==> src/rtl/rv32_exec_datapath.sv <==
// RV32I execute slice: instruction decode, 32-entry register file and ALU.
// All outputs are combinational functions of the instruction, the PC and
// the register contents. Only the register file holds state.
module rv32_exec_datapath #(
  parameter int XLEN  = 32,
  parameter int NREGS = 32
) (
  input  logic            i_clk,
  input  logic            i_reset,
  input  logic [31:0]     i_instruction,
  input  logic [XLEN-1:0] i_pc,
  input  logic            i_write_enable,
  output logic [XLEN-1:0] o_alu_result,
  output logic            o_alu_zero,
  output logic [XLEN-1:0] o_immediate,
  output logic [1:0]      o_branch_condition,
  output logic            o_memory_write_enable,
  output logic [XLEN-1:0] o_store_data
);

  localparam logic [6:0] OPC_OP_IMM = 7'b0010011;
  localparam logic [6:0] OPC_OP     = 7'b0110011;
  localparam logic [6:0] OPC_LUI    = 7'b0110111;
  localparam logic [6:0] OPC_JAL    = 7'b1101111;
  localparam logic [6:0] OPC_BRANCH = 7'b1100011;
  localparam logic [6:0] OPC_STORE  = 7'b0100011;

  localparam logic [1:0] BR_NONE = 2'b00;
  localparam logic [1:0] BR_JUMP = 2'b01;
  localparam logic [1:0] BR_BNE  = 2'b10;

  typedef enum logic [3:0] {
    ALU_ADD, ALU_SUB, ALU_SLL, ALU_SLT, ALU_SLTU,
    ALU_XOR, ALU_SRL, ALU_SRA, ALU_OR,  ALU_AND
  } alu_op_e;

  logic [6:0] opcode;
  logic [2:0] funct3;
  logic       alt;
  logic [4:0] rs1_idx, rs2_idx, rd_idx;

  assign opcode  = i_instruction[6:0];
  assign funct3  = i_instruction[14:12];
  assign alt     = i_instruction[30];
  assign rs1_idx = i_instruction[19:15];
  assign rs2_idx = i_instruction[24:20];
  assign rd_idx  = i_instruction[11:7];

  logic [XLEN-1:0] regs [NREGS];
  logic [XLEN-1:0] rs1_data, rs2_data;

  // x0 is hardwired to zero regardless of array contents.
  assign rs1_data = (rs1_idx == 5'd0) ? '0 : regs[rs1_idx];
  assign rs2_data = (rs2_idx == 5'd0) ? '0 : regs[rs2_idx];

  logic [XLEN-1:0] imm_i, imm_s, imm_b, imm_u, imm_j;

  assign imm_i = {{(XLEN-12){i_instruction[31]}}, i_instruction[31:20]};
  assign imm_s = {{(XLEN-12){i_instruction[31]}}, i_instruction[31:25], i_instruction[11:7]};
  assign imm_b = {{(XLEN-12){i_instruction[31]}}, i_instruction[7], i_instruction[30:25],
                  i_instruction[11:8], 1'b0};
  assign imm_u = {i_instruction[31:12], 12'b0};
  assign imm_j = {{(XLEN-20){i_instruction[31]}}, i_instruction[19:12], i_instruction[20],
                  i_instruction[30:21], 1'b0};

  alu_op_e         alu_op;
  logic [XLEN-1:0] op1, op2;
  logic            rd_we;

  // Decode: select ALU operation, operands, immediate and control outputs.
  always_comb begin
    alu_op                = ALU_ADD;
    op1                   = rs1_data;
    op2                   = rs2_data;
    o_immediate           = '0;
    rd_we                 = 1'b0;
    o_memory_write_enable = 1'b0;
    o_branch_condition    = BR_NONE;
    case (opcode)
      OPC_OP_IMM, OPC_OP: begin
        rd_we = 1'b1;
        if (opcode == OPC_OP_IMM) begin
          op2         = imm_i;
          o_immediate = imm_i;
        end
        case (funct3)
          3'b000:  alu_op = (opcode == OPC_OP && alt) ? ALU_SUB : ALU_ADD;
          3'b001:  alu_op = ALU_SLL;
          3'b010:  alu_op = ALU_SLT;
          3'b011:  alu_op = ALU_SLTU;
          3'b100:  alu_op = ALU_XOR;
          3'b101:  alu_op = alt ? ALU_SRA : ALU_SRL;
          3'b110:  alu_op = ALU_OR;
          default: alu_op = ALU_AND;
        endcase
      end
      OPC_LUI: begin
        rd_we       = 1'b1;
        op1         = '0;
        op2         = imm_u;
        o_immediate = imm_u;
      end
      OPC_JAL: begin
        rd_we              = 1'b1;
        op1                = i_pc;
        op2                = XLEN'(4);
        o_immediate        = imm_j;
        o_branch_condition = BR_JUMP;
      end
      OPC_BRANCH: begin
        if (funct3 == 3'b001) begin
          alu_op             = ALU_SUB;
          o_immediate        = imm_b;
          o_branch_condition = BR_BNE;
        end
      end
      OPC_STORE: begin
        if (funct3 == 3'b010) begin
          op2                   = imm_s;
          o_immediate           = imm_s;
          o_memory_write_enable = 1'b1;
        end
      end
      default: ;
    endcase
  end

  logic signed [XLEN-1:0] op1_s, op2_s;
  logic [4:0]             shamt;

  assign op1_s = op1;
  assign op2_s = op2;
  assign shamt = op2[4:0];

  // ALU: wrap-around arithmetic, signed/unsigned compares, logical/arithmetic shifts.
  always_comb begin
    o_alu_result = '0;
    case (alu_op)
      ALU_ADD:  o_alu_result = op1 + op2;
      ALU_SUB:  o_alu_result = op1 - op2;
      ALU_SLL:  o_alu_result = op1 << shamt;
      ALU_SLT:  o_alu_result = {{(XLEN-1){1'b0}}, (op1_s < op2_s)};
      ALU_SLTU: o_alu_result = {{(XLEN-1){1'b0}}, (op1 < op2)};
      ALU_XOR:  o_alu_result = op1 ^ op2;
      ALU_SRL:  o_alu_result = op1 >> shamt;
      ALU_SRA:  o_alu_result = op1_s >>> shamt;
      ALU_OR:   o_alu_result = op1 | op2;
      ALU_AND:  o_alu_result = op1 & op2;
      default:  o_alu_result = '0;
    endcase
  end

  assign o_alu_zero   = (o_alu_result == '0);
  assign o_store_data = rs2_data;

  // Register file write port; reset clears every entry and wins over a pending write.
  always_ff @(posedge i_clk or posedge i_reset) begin
    if (i_reset) begin
      for (int i = 0; i < NREGS; i++) regs[i] <= '0;
    end else if (i_write_enable && rd_we && (rd_idx != 5'd0)) begin
      regs[rd_idx] <= o_alu_result;
    end
  end

endmodule

==> config.mk <==
export PLATFORM = sky130hd
export DESIGN_NAME = rv32_exec_datapath
export DESIGN_NICKNAME = d
export VERILOG_FILES = /design/src/rtl/rv32_exec_datapath.sv
export SDC_FILE = /design/constraint.sdc
export NUM_CORES = 2
export LEC_CHECK = 0
export BUFFER_PORTS_ARGS = -buffer_cell sky130_fd_sc_hd__buf_4
export CAP_MARGIN = 20
export CORE_MARGIN = 2
export CORE_UTILIZATION = 64
export DETAILED_ROUTE_END_ITERATION = 10
export HOLD_SLACK_MARGIN = 0.15
export PLACE_DENSITY = 0.81
export SYNTH_ARGS = -nofsm -noshare
export SYNTH_HDL_FRONTEND = slang
export SYNTH_SLANG_ARGS = --single-unit
export TNS_END_PERCENT = 1
==> constraint.sdc <==
create_clock -name i_clk -period 52.3 [get_ports i_clk]
set_clock_uncertainty 0.05 [all_clocks]
set_input_delay 13.075 -clock i_clk [delete_from_list [all_inputs] [get_ports i_clk]]
set_output_delay 13.075 -clock i_clk [all_outputs]
set_load 0.02 [all_outputs]
# == Yosys cells after proc, flatten, opt, wreduce, memory -nomap -nowiden ==
# Cells that the tools add are included.
# totals
ff_bits,1024
inputBits,67
out_inout_bits,100
word_cells,112
# op_classes
addsub,2
magnitude_cmp,6
n_eq_ne,21
n_shift,3
n_mux,30
bitwise,6
n_reduce_logical,12
# op_table
cell,count
bitwise mux 1024 bit,1
2-to-1 mux 32 bit,12
binary-select mux 32 bit (select 5 bit),2
one-hot mux 32 bit (10 select lines),1
demux 32 bit (select 5 bit),1
one-hot mux 32 bit (5 select lines),1
one-hot mux 32 bit (4 select lines),1
less-than comparator 32 bit,2
one-hot mux 32 bit (2 select lines),1
adder 32 bit,1
AND 32 bit,1
logical NOT 32 bit,1
bitwise OR 32 bit,1
left shift 32 x 5 -> 32 bit,1
>> shifter 32 x 5 -> 32 bit,1
>>> shifter 32 x 5 -> 32 bit,1
subtractor 32 bit,1
bitwise XOR 32 bit,1
one-hot mux 4 bit (7 select lines),1
== test 7 x 6 -> 1 bit (second input constant),3
greater-or-equal comparator 6 bit (second input constant),3
inverter 5 -> 6 bit,3
== test 4 x 3 -> 1 bit (second input constant),4
== test 7 bit (second input constant),2
19 further kinds,33

# == Logic depth before layout (Yosys ltp) ==
# depth
depth_word,10
ltp_mapped,33
ltp_nobuf,25

# == Least setup slack after synthesis ==
# OpenSTA, ideal clock, no wires.
# synth_path
path_type,in2out
startpoint,input port i_instruction[20]
endpoint,output port o_alu_zero
arrival_ns,21.356
required_ns,39.175
setup_slack_ns,17.819
stages,29
n_path_buf,8
path_cell_list,buf_6 buf_6 buf_6 buf_4 buf_4 buf_1 clkbuf_1 buf_1 mux4_2 mux4_2 mux2i_1 nor2_1 a22o_1 ha_1 a2111o_1 or3_1 a311oi_1 a2111oi_0 nor3_1 nor3_1 a2111oi_0 o211ai_1 and3_1 a21oi_1 xnor2_1 a2111oi_0 nand2_1 nor4_1 and4_1
# synth_via
elab_chain_cells,10
elab_cells_between_ends,21
cone_classes,add/sub (2); order compare (2); shift (3); mux (8); bitwise (4); reduce/logical (2)
# synth_rtl
item,line,rtl
"start, declared",10,"input logic [31:0] i_instruction,"
inverter 5 -> 6 bit (implied by the code),54,assign rs2_data = (rs2_idx == 5'd0) ? '0 : regs[rs2_idx];
binary-select mux 32 bit (select 5 bit),54,
2-to-1 mux 32 bit (implied by the code) (2 in series),54,
2-to-1 mux 32 bit *,54,
via o_store_data[8],18,output logic [XLEN-1:0] o_store_data
"2-to-1 mux 32 bit, on equally long branches","118, 82",
one-hot mux 32 bit (4 select lines) *,79,case (opcode)
subtractor 32 bit (tied with other cells),140,ALU_SUB: o_alu_result = op1 - op2;
one-hot mux 32 bit (10 select lines) *,138,case (alu_op)
logical NOT 32 bit *,153,assign o_alu_zero = (o_alu_result == '0);
"end, declared",14,"output logic o_alu_zero,"
# The timed path passes the listed nets; every way through them passes the cells marked *. The select of a mux whose other input is x is not followed.

# == Final worst setup path ==
# layout_path
startpoint,input port i_instruction[21]
endpoint,output port o_alu_zero
# layout_via
elab_chain_cells,10
elab_cells_between_ends,21
cone_classes,add/sub (2); order compare (2); shift (3); mux (8); bitwise (4); reduce/logical (2)
# layout_rtl
item,line
inverter 5 -> 6 bit (implied by the code),54
binary-select mux 32 bit (select 5 bit),54
2-to-1 mux 32 bit (implied by the code) (2 in series),54
2-to-1 mux 32 bit,54
"2-to-1 mux 32 bit, on equally long branches","118, 82"
one-hot mux 32 bit (4 select lines) *,79
subtractor 32 bit (tied with other cells),140
one-hot mux 32 bit (10 select lines) *,138
logical NOT 32 bit *,153
# Mark *: on every way between the ends. The rest lies on a longest branch, timed or not. The select of a mux whose other input is x is not followed.

==> results.yml <==
cts:
  clk_latency_ps: 760
  cts_resized: 0
  cts_buffer_depth: 3
  cts_made_buffers: 106
  hold_buffers: 0
  clkSlewWorstSetupHoldPaths_ps: 60
  cts.sinks: 1024
  cts_htree_levels: 3
  cts_root_buf: "clkbuf_16"
  cts_setup_buffers: 0
  cts_tree: "done"
critical_path:
  critPathSlowestCell: "a2111oi_0"
  crit_fanout: 86
  cp.depth: 26
  r2r-start: "regs[390]$_DFFE_PP0P_"
  crit_family: "buffers and inverters"
  ff2ff_setup_slack_ps: 44110
  cp_common_cell: "buf_4"
  crit_path_start: "i_instruction[21]"
  regToRegEndpoint: "regs[607]$_DFFE_PP0P_"
  crit_arrival_ps: 22710
  worstSetupPathType: "in -> out"
  cp.required_ps: 39170
  reg2reg_depth: 23
  max_stage_delay_ps: 1010
  endpoint: "o_alu_zero"
  worst-path-buf-inv: 6
  endpoint_kind: "output pin"
  cp-start-kind: "primary input"
yosys:
  synth.area.top_cells: "dfrtp_1, mux4_2, a21oi_1"
  seq_area_frac_synth_pct: 40.7
  syn_avg_cell_area_um2: 10.0
  synth_nets: 6448
  synth_warnings: 0
  yosys-top-cells-count: "dfrtp_1, nor2_1, a21oi_1"
  syn_inst: 6277
  synth_edf_count: 0
  synth.largest_area_cell: "dfrtp_1"
  yosysMostFrequentCell: "dfrtp_1"
  synth_cell_types: 107
  ys_seq_elements: 1024
  synth.top_cell.area_share_pct: 40.7
  synth-main-ff-cell: "dfrtp_1"
  async_flop_share_pct: 100
  syn_area_mm2: 0.0629
timing:
  fin_crit_sh_pct: 68.5
  fin_setup_tns_ps: 0
  slew_headroom_pct: 14.6
  tightest_slew_ps: 1280
  drv_slew: 0
  max_freq_mhz: 27.9
  finalSetupViolCount: 0
  period_needed_ps: 35830
  rsz0062_at_grt: "false"
  hold_viol: 0
pwr:
  peakVddDrop_uv: 28.5
  finalPower_mw: 1.90
  power.switching_mw: 0.544
  p_comb_share_pct: 14.4
  p_clk_share_pct: 42.1
  p_int_mw: 1.35
  p_leak_nw: 30.3
  seqPwrFrac_pct: 43.5
  sw_frac_of_total_pct: 28.7
  power_density_mw_per_mm2: 27.6
placement:
  port_buffers: 166
  dp_hpwl_mm: 166
  globalplace.congestion: 1.15
cells_and_area:
  max_flop_register: "regs"
  final_nets: 6258
  nFillCells: 6928
  drive_gt1_share_pct: 19.3
  final_util_pct: 70.1
  largest_reg_flops: 1024
  areaGrowthSynthToFinish_pct: 9.06
  reg_top3: "regs: 1024 flops"
global_routing:
  grt-ovfl-total: 0
  grt_pass1_vias: 56162
  grt_usage_pct: 50.9
  grt_pass1_wl_mm: 375
  antenna_found_initial: 15
  grt_max_degree: 188
route:
  wl_mm: 257
  first_pass_iters: 10
  drt-vias-per-instance: 7.66
  drc_errors: 0
  drt_iter0_markers: 9573
  wl_per_cell_um: 34.5
  ant_nets: 0
  num_vias: 57176
die:
  core-area_mm2: 0.0980
  dieWidth_um: 318
  ios: 167
  die_h_um: 318
  initial_core_util_pct: 64.2
  dieArea_mm2: 0.101
  rows: 115
hold_path:
  hp-class: "reg -> reg"
status:
  status: "finished clean"
flow_run:
  maxCapViolations: 0
kinds of logic after synthesis:
group           Yosys count  synth area share (%)
xor+xnor                 24                 0.334
buf+inv                 752                  5.01
fa+ha+maj               104                  2.09
simple gates           1869                  12.5
compound gates         1701                  15.9
flops                  1024                  40.7
mux                     803                  23.6
worst min-delay path by stage:
stage	from	to	slack, ps	cells after the start
6_report	regs[1017]$_DFFE_PP0P_	regs[1017]$_DFFE_PP0P_	350	0
5_1_grt	regs[1000]$_DFFE_PP0P_	regs[1000]$_DFFE_PP0P_	360	0
4_1_cts	regs[1017]$_DFFE_PP0P_	regs[1017]$_DFFE_PP0P_	350	0
3_5_place_dp	regs[993]$_DFFE_PP0P_	regs[993]$_DFFE_PP0P_	340	0
3_3_place_gp	regs[1018]$_DFFE_PP0P_	regs[1018]$_DFFE_PP0P_	330	0
2_1_floorplan	regs[1001]$_DFFE_PP0P_	regs[1001]$_DFFE_PP0P_	390	1
placed cells by master (no fill, tap or decap), types with 24 or more instances in the layout:
cell       count
a211oi_1      46
mux4_2       539
mux2_2        34
a21oi_1      866
o21ai_0      375
dfrtp_1     1024
clkbuf_8      24
nor2_4        25
clkbuf_16    107
a22oi_1       43
nand2_1      500
a221oi_1      25
o221ai_1      24
nor2_1       976
nand3_1       67
nor3_1       104
inv_1        114
buf_4        310
ha_1         102
o211ai_1      27
a21o_1        26
mux2i_1      229
worst register-to-register path, stage by stage (launching register included):
cell and delay (ps):
dfrtp_1 400, mux4_2 500, mux4_2 470, mux2i_1 650, nor2_1 170, a22o_1 380
ha_1 320, a2111o_1 410, or3_1 460, a311oi_1 690, a2111oi_0 400, nor3_1 530
nor3_1 130, a2111oi_0 440, dlymetal6s2s_1 280, o211ai_1 160, a41oi_1 340, nor3_1 90
nor2_1 170, a211o_1 120, a21oi_1 80, nor4_2 150, buf_4 430, a21oi_1 200
layout make-up:
| type | instances | area [um^2] | area share, % |
|---|---|---|---|
| Multi-Input combinational cell | 4501 | 34700 | 50.6 |
| Sequential cell | 1024 | 25600 | 37.3 |
| Clock buffer | 148 | 3070 | 4.47 |
| Timing Repair Buffer | 323 | 2530 | 3.69 |
| Tap cell | 1287 | 1610 | 2.35 |
| Clock inverter | 45 | 561 | 0.817 |
| Inverter | 131 | 503 | 0.733 |
| Antenna cell | 6 | 15.0 | 0.0219 |
through the flow:
step           hold WS [ps]  setup WS [ps]  cell area (um^2)  instances
2_1_floorplan           391          10360             62900       6277
3_3_place_gp            327          16450             64900       7259
3_5_place_dp            335          16440             64900       7260
4_1_cts                 348          16400             68500       7453
5_1_grt                 360          16260             68600       7460
6_report                347          16470             68600       7465
power groups by stage:
stage	Sequential, mW	Combinational (mW)	Clock (mW)
6_report	0.825	0.274	0.798
5_1_grt	0.825	0.284	0.827
3_5_place_dp	0.837	0.260	0
3_3_place_gp	0.836	0.258	0
4_1_cts	0.823	0.262	0.795
2_1_floorplan	0.834	0.173	0
per-layer routing:
layer / part of all wire (%) / track usage (%)
met1: 34 / 65.4
met2: 41 / 70.6
met3: 16 / 20.0
met4: 8.9 / 36.7
met5: 0.081 / 0.662
Note: power is estimated with default switching activity, not from simulation.
